--- src/rtl/flash_prefetch_buf.sv ---
// flash_prefetch_buf
//   Single-line read buffer sitting in front of the byte-serial flash
//   controller. A read that hits the buffered line is acknowledged in the
//   following cycle. A read that misses refills the whole aligned line with
//   sequential single-word reads on the master port, then returns the
//   requested word. Writes are acknowledged and discarded.
//
// Ports
//   wb_clk_i, wb_rst_i      clock, asynchronous active-high reset
//   s_*                     Wishbone slave (CPU side)
//   m_*                     Wishbone master (flash controller side)
//   inv_i                   line invalidate, sampled every cycle
module flash_prefetch_buf #(
  parameter int LINE_WORDS = 4,
  parameter int IDX_W      = 2
) (
  input  logic        wb_clk_i,
  input  logic        wb_rst_i,
  input  logic        s_cyc_i,
  input  logic        s_stb_i,
  input  logic        s_we_i,
  input  logic [3:0]  s_sel_i,
  input  logic [31:0] s_adr_i,
  input  logic [31:0] s_dat_i,
  output logic [31:0] s_dat_o,
  output logic        s_ack_o,
  output logic        m_cyc_o,
  output logic        m_stb_o,
  output logic        m_we_o,
  output logic [3:0]  m_sel_o,
  output logic [31:0] m_adr_o,
  output logic [31:0] m_dat_o,
  input  logic [31:0] m_dat_i,
  input  logic        m_ack_i,
  input  logic        inv_i
);

  localparam int TAG_W = 32 - IDX_W - 2;
  localparam logic [IDX_W-1:0] LAST_IDX = IDX_W'(LINE_WORDS - 1);

  typedef enum logic [1:0] {IDLE, REQ, GAP, ACK} state_t;

  state_t            state_reg, state_next;
  logic              valid_reg, valid_next;
  logic [TAG_W-1:0]  tag_reg, tag_next;
  logic [IDX_W-1:0]  cnt_reg, cnt_next;
  logic              inv_pend_reg, inv_pend_next;
  logic [31:2]       req_adr_reg, req_adr_next;
  logic              s_ack_next;
  logic              m_cyc_next;
  logic [31:0]       m_adr_next;

  // Line storage; no reset so it maps onto plain memory.
  logic [31:0]       line_mem [LINE_WORDS];
  logic              line_we;
  logic [IDX_W-1:0]  rd_idx;
  logic              load_dat;
  logic              clr_dat;

  logic              req;
  logic [TAG_W-1:0]  s_tag;
  logic [IDX_W-1:0]  s_idx;
  logic [TAG_W-1:0]  req_tag;
  logic [IDX_W-1:0]  req_idx;
  logic              hit;

  // Byte lanes, write data and the byte offset carry no information for a
  // read-only full-word buffer.
  logic              unused_ok;
  assign unused_ok = ^{s_sel_i, s_dat_i, s_adr_i[1:0]};

  assign req     = s_cyc_i & s_stb_i;
  assign s_tag   = s_adr_i[31:IDX_W+2];
  assign s_idx   = s_adr_i[IDX_W+1:2];
  assign req_tag = req_adr_reg[31:IDX_W+2];
  assign req_idx = req_adr_reg[IDX_W+1:2];
  assign hit     = valid_reg & (tag_reg == s_tag);

  assign m_stb_o = m_cyc_o;
  assign m_we_o  = 1'b0;
  assign m_sel_o = 4'hF;
  assign m_dat_o = 32'h0;

  always_comb begin
    state_next    = state_reg;
    valid_next    = valid_reg;
    tag_next      = tag_reg;
    cnt_next      = cnt_reg;
    inv_pend_next = inv_pend_reg;
    req_adr_next  = req_adr_reg;
    s_ack_next    = 1'b0;
    m_cyc_next    = m_cyc_o;
    m_adr_next    = m_adr_o;
    line_we       = 1'b0;
    load_dat      = 1'b0;
    clr_dat       = 1'b0;
    rd_idx        = req_idx;

    unique case (state_reg)
      IDLE: begin
        if (inv_i) valid_next = 1'b0;
        if (req) begin
          if (s_we_i) begin
            state_next = ACK;
            s_ack_next = 1'b1;
            clr_dat    = 1'b1;
          end else if (hit && !inv_i) begin
            state_next = ACK;
            s_ack_next = 1'b1;
            load_dat   = 1'b1;
            rd_idx     = s_idx;
          end else begin
            // Line is invalid for the whole refill so a reset or abort can
            // never leave a half-written line marked usable.
            req_adr_next = s_adr_i[31:2];
            valid_next   = 1'b0;
            cnt_next     = '0;
            m_cyc_next   = 1'b1;
            m_adr_next   = {s_tag, {IDX_W{1'b0}}, 2'b00};
            state_next   = REQ;
          end
        end
      end

      REQ: begin
        if (inv_i) inv_pend_next = 1'b1;
        if (m_ack_i) begin
          // Drop the strobe on the ack edge: the flash controller holds ack
          // until it sees cyc/stb fall and restarts its wait counter then.
          line_we    = 1'b1;
          m_cyc_next = 1'b0;
          state_next = GAP;
        end
      end

      GAP: begin
        if (cnt_reg != LAST_IDX) begin
          if (inv_i) inv_pend_next = 1'b1;
          cnt_next   = cnt_reg + 1'b1;
          m_cyc_next = 1'b1;
          m_adr_next = {req_tag, cnt_next, 2'b00};
          state_next = REQ;
        end else begin
          // The last word was written at the previous edge, so the memory
          // read here already sees it.
          tag_next      = req_tag;
          valid_next    = !(inv_pend_reg | inv_i);
          inv_pend_next = 1'b0;
          load_dat      = 1'b1;
          s_ack_next    = 1'b1;
          state_next    = ACK;
        end
      end

      ACK: begin
        if (inv_i) valid_next = 1'b0;
        state_next = IDLE;
      end

      default: state_next = IDLE;
    endcase
  end

  always_ff @(posedge wb_clk_i or posedge wb_rst_i) begin
    if (wb_rst_i) begin
      state_reg    <= IDLE;
      valid_reg    <= 1'b0;
      tag_reg      <= '0;
      cnt_reg      <= '0;
      inv_pend_reg <= 1'b0;
      req_adr_reg  <= '0;
      s_ack_o      <= 1'b0;
      s_dat_o      <= 32'h0;
      m_cyc_o      <= 1'b0;
      m_adr_o      <= 32'h0;
    end else begin
      state_reg    <= state_next;
      valid_reg    <= valid_next;
      tag_reg      <= tag_next;
      cnt_reg      <= cnt_next;
      inv_pend_reg <= inv_pend_next;
      req_adr_reg  <= req_adr_next;
      s_ack_o      <= s_ack_next;
      m_cyc_o      <= m_cyc_next;
      m_adr_o      <= m_adr_next;
      if (clr_dat)
        s_dat_o <= 32'h0;
      else if (load_dat)
        s_dat_o <= line_mem[rd_idx];
    end
  end

  always_ff @(posedge wb_clk_i) begin
    if (line_we) line_mem[cnt_reg] <= m_dat_i;
  end

endmodule

--- config.mk ---
export PLATFORM = sky130hd
export DESIGN_NAME = flash_prefetch_buf
export DESIGN_NICKNAME = d
export VERILOG_FILES = /design/src/rtl/flash_prefetch_buf.sv
export SDC_FILE = /design/constraint.sdc
export NUM_CORES = 1
export LEC_CHECK = 0
export ABC_AREA = 1
export CORE_UTILIZATION = 52
export DETAILED_ROUTE_END_ITERATION = 12
export GPL_ROUTABILITY_DRIVEN = 0
export PLACE_DENSITY = 0.8
export SLEW_MARGIN = 10
export SYNTH_ARGS = -nofsm -noshare
export SYNTH_HDL_FRONTEND = slang
export SYNTH_SLANG_ARGS = --single-unit
--- constraint.sdc ---
create_clock -name wb_clk_i -period 5.75 [get_ports wb_clk_i]
set_input_delay 1.725 -clock wb_clk_i [delete_from_list [all_inputs] [get_ports wb_clk_i]]
set_output_delay 1.725 -clock wb_clk_i [all_outputs]
set_load 0.01 [all_outputs]
==> reports/metrics.cfg <==
[global_route]
use_met1_pct = 30.5
grt.busiest_layer = met2
grt_max_degree = 77
antenna_found_initial = 2
grt_pass1_wl_um = 42700
track_usage_pct = 24.4
grt_pass1_vias = 8416
overflow = 0
grt_use_met2_pct = 42.0
grt_use_met3_pct = 4.65

[placed_design]
dp.cells = 1520
port_buffers = 133
dp_hpwl_um = 16200
placed_area_mm2 = 0.0126

[floorplan]
die_w_um = 149
die-area_mm2 = 0.0223
pin_count = 211
rows = 53
die_height_um = 149
core_mm2 = 0.0212
initial_utilization_pct = 53.3

[cts]
cts_buffer_depth = 3
cts_root_buffer = clkbuf_16
clock_sinks = 254
cts_resized = 0
htree_levels = 1
post_cts_buffers = 0
clkTransAtPathRegs_ns = 0.06
insertion_delay_ns = 0.53
tritoncts = built
ctsHoldBuffers = 0
numCtsBuffers = 25

[critical_path]
critPathTopFamily = simple AND/OR/NAND/NOR gates
path_max_fanout = 34
cp_num_buf_inv = 3
cp_cell_sequence = clkdlybuf4s50_1 > inv_2 > nand2_1 > nand2_1 > nor2_1 > nand2_1 > nor2_1 > nand2_1 > nor2_1 > nand3_1 > nand2_2 > buf_4 > nand3_1 > nand3_1 > nand3_1 > nand2_1
crit_path_start_kind = primary input
critPathLaunch = s_adr_i[19]
crit_type = in2reg
crit_slowest_cell = clkdlybuf4s50_1
worstPathArrival_ns = 4.73
cp.required_ns = 6.21
r2r-end = s_dat_o[27]$_DFFE_PP0P_
cp_common_cell = nand2_1
r2r_cells = 12
setup.worst_path.end_class = register
reg2reg_slack_ns = 2.79
slowest_delay_ns = 0.54
reg2reg_from = state_reg[0]$_DFFE_PP0P_

[sta]
drv_slew = 0
worstMarginPinSlew_ns = 1.20
fin_crit_ns = 4.27
fin_crit_sh_pct = 74.3
worst_slew_margin_rel_pct = 19.7
clock.fmax_ghz = 0.234
rsz0062_at_grt = no
setup_viol = 0
finalHoldViolations = 0
hold_ws_ns = 0.479
setup_tns_ns = 0
fin_skew_ns = 0.00729

[finish]
nNetsFinal = 1389
seqCellArea_mm2 = 0.00700
areaGrowthSynthToFinish_pct = 20.0
design_area_mm2 = 0.0135
fillers = 1630
largest_register_ffs = 128
multiInputGateArea_mm2 = 0.00355
instances_no_fill = 1567
drive_above_1_share_pct = 6.43

[synthesis]
netlist_area_mm2 = 0.0113
syn_inst = 1162
netlist_top_cells_count = 304 x nand2_1, 196 x nand3_1, 128 x edfxtp_1
synth_top_area_cell = edfxtp_1
synth_most_common_cell = nand2_1
synth.distinct_cells = 36
yosysTopAreaCellShare_pct = 34.1
synthArstFlopShare_pct = 49.6
ys_ff_latch = 254
netlist_top_cells_area = edfxtp_1 34%, dfrtp_1 28%, nand2_1 10%
synth_edf_count = 128
postSynthAreaPerCell_um2 = 9.70
dominantRegCellSynth = edfxtp_1
synth_warnings = 0
synth.yosys.seq_area_share_pct = 62.1

[route]
viasPerCell = 5.55
wl_per_cell_um = 17.1
initialDrtViolationCount = 721
remaining_drc_errors = 0
via_count = 8698
routed_wirelength_um = 26900
antenna_left = 0
dr.pass1.iters = 6

[pwr]
power.density_mw_per_mm2 = 500
fin_total_pwr_mw = 6.76
p_leak_nw = 5.80
vdd_drop_max_uv = 322

[worst_hold_path]
hold_depth = 2
hp-class = reg2reg
min_from = s_dat_o[13]$_DFFE_PP0P_
worstHoldEndpoint = s_dat_o[13]$_DFFE_PP0P_

[outcome]
status = finished clean

[job]
drv_cap = 0

==> per-layer routing <==
metal	vias up	share of wire [%]
met5	-	0.048
met3	55	8.0
li1	4010	-
met4	2	2.8
met2	441	49
met1	4190	40
==> how the worst max path moves through the flow <==
| stage | endpoint | slack, ns | cells past startpoint |
|---|---|---|---|
| 2_1_floorplan | cnt_reg[0]$_DFFE_PP0P_ | 0.67 | 1 |
| 3_3_place_gp | s_dat_o[26]$_DFFE_PP0P_ | 1.12 | 16 |
| 3_5_place_dp | s_dat_o[7]$_DFFE_PP0P_ | 1.04 | 16 |
| 4_1_cts | s_dat_o[27]$_DFFE_PP0P_ | 1.52 | 16 |
| 5_1_grt | s_dat_o[27]$_DFFE_PP0P_ | 1.26 | 16 |
| 6_report | s_dat_o[27]$_DFFE_PP0P_ | 1.48 | 16 |
==> placed cells by master (no fill, tap or decap), drive strengths merged, types with 2 or more instances in the layout <==
cell and count:
a21oi 5, nand3 197, buf 14, edfxtp 128, xnor2 2, ha 10, clkinv 9, nand2 305
nor3 2, clkdlybuf4s50 133, conb 39, o31ai 28, a31oi 2, dfrtp 126, bufinv 5, nand4 4
inv 75, clkbuf 31, nor2 105, o21ai 61
==> worst reg2reg max path, stage by stage, from the launching register on <==
cell and delay [ns]:
dfrtp_1 0.46, inv_1 0.14, ha_1 0.19, nand2_1 0.19, inv_1 0.10, buf_4 0.47, nor2_1 0.11, nand2_1 0.11
inv_1 0.07, nor2_2 0.33, buf_4 0.41, nand3_1 0.21, nand2_1 0.11
==> metrics by stage <==
stage	setup slack (ns)	utilization (%)
2_1_floorplan	0.669	-
3_3_place_gp	1.12	59.7
3_5_place_dp	1.04	59.7
4_1_cts	1.52	63.9
5_1_grt	1.26	63.9
6_report	1.48	63.9
==> power breakdown <==
group	internal, mW	switching [mW]
clock network	1.06	0.697
logic	0.934	1.38
registers	2.41	0.284
total	4.40	2.36
==> cell families after synthesis <==
group | count (synthesis) | share of synthesized area, %
AND/OR/NAND/NOR | 616 | 23.2
flip-flops | 254 | 62.1
buffers and inverters | 175 | 7.94
AO/OA/AOI/OAI | 102 | 5.35
adder cells (fa/ha/maj) | 10 | 1.11
other | 2 | 0.0666
XOR/XNOR | 2 | 0.155
multiplexers | 1 | 0.0999
==> cell type report <==
type	instances	share of cell area, %
repair buffers	147	10.8
flip-flops and latches	254	51.7
multi-input cells	770	26.3
clock inverters	15	1.60
clock buffers	31	4.94
inverters	74	2.07
well taps	275	2.54
diodes	1	0.0185
(Power assumes the default switching activity.)
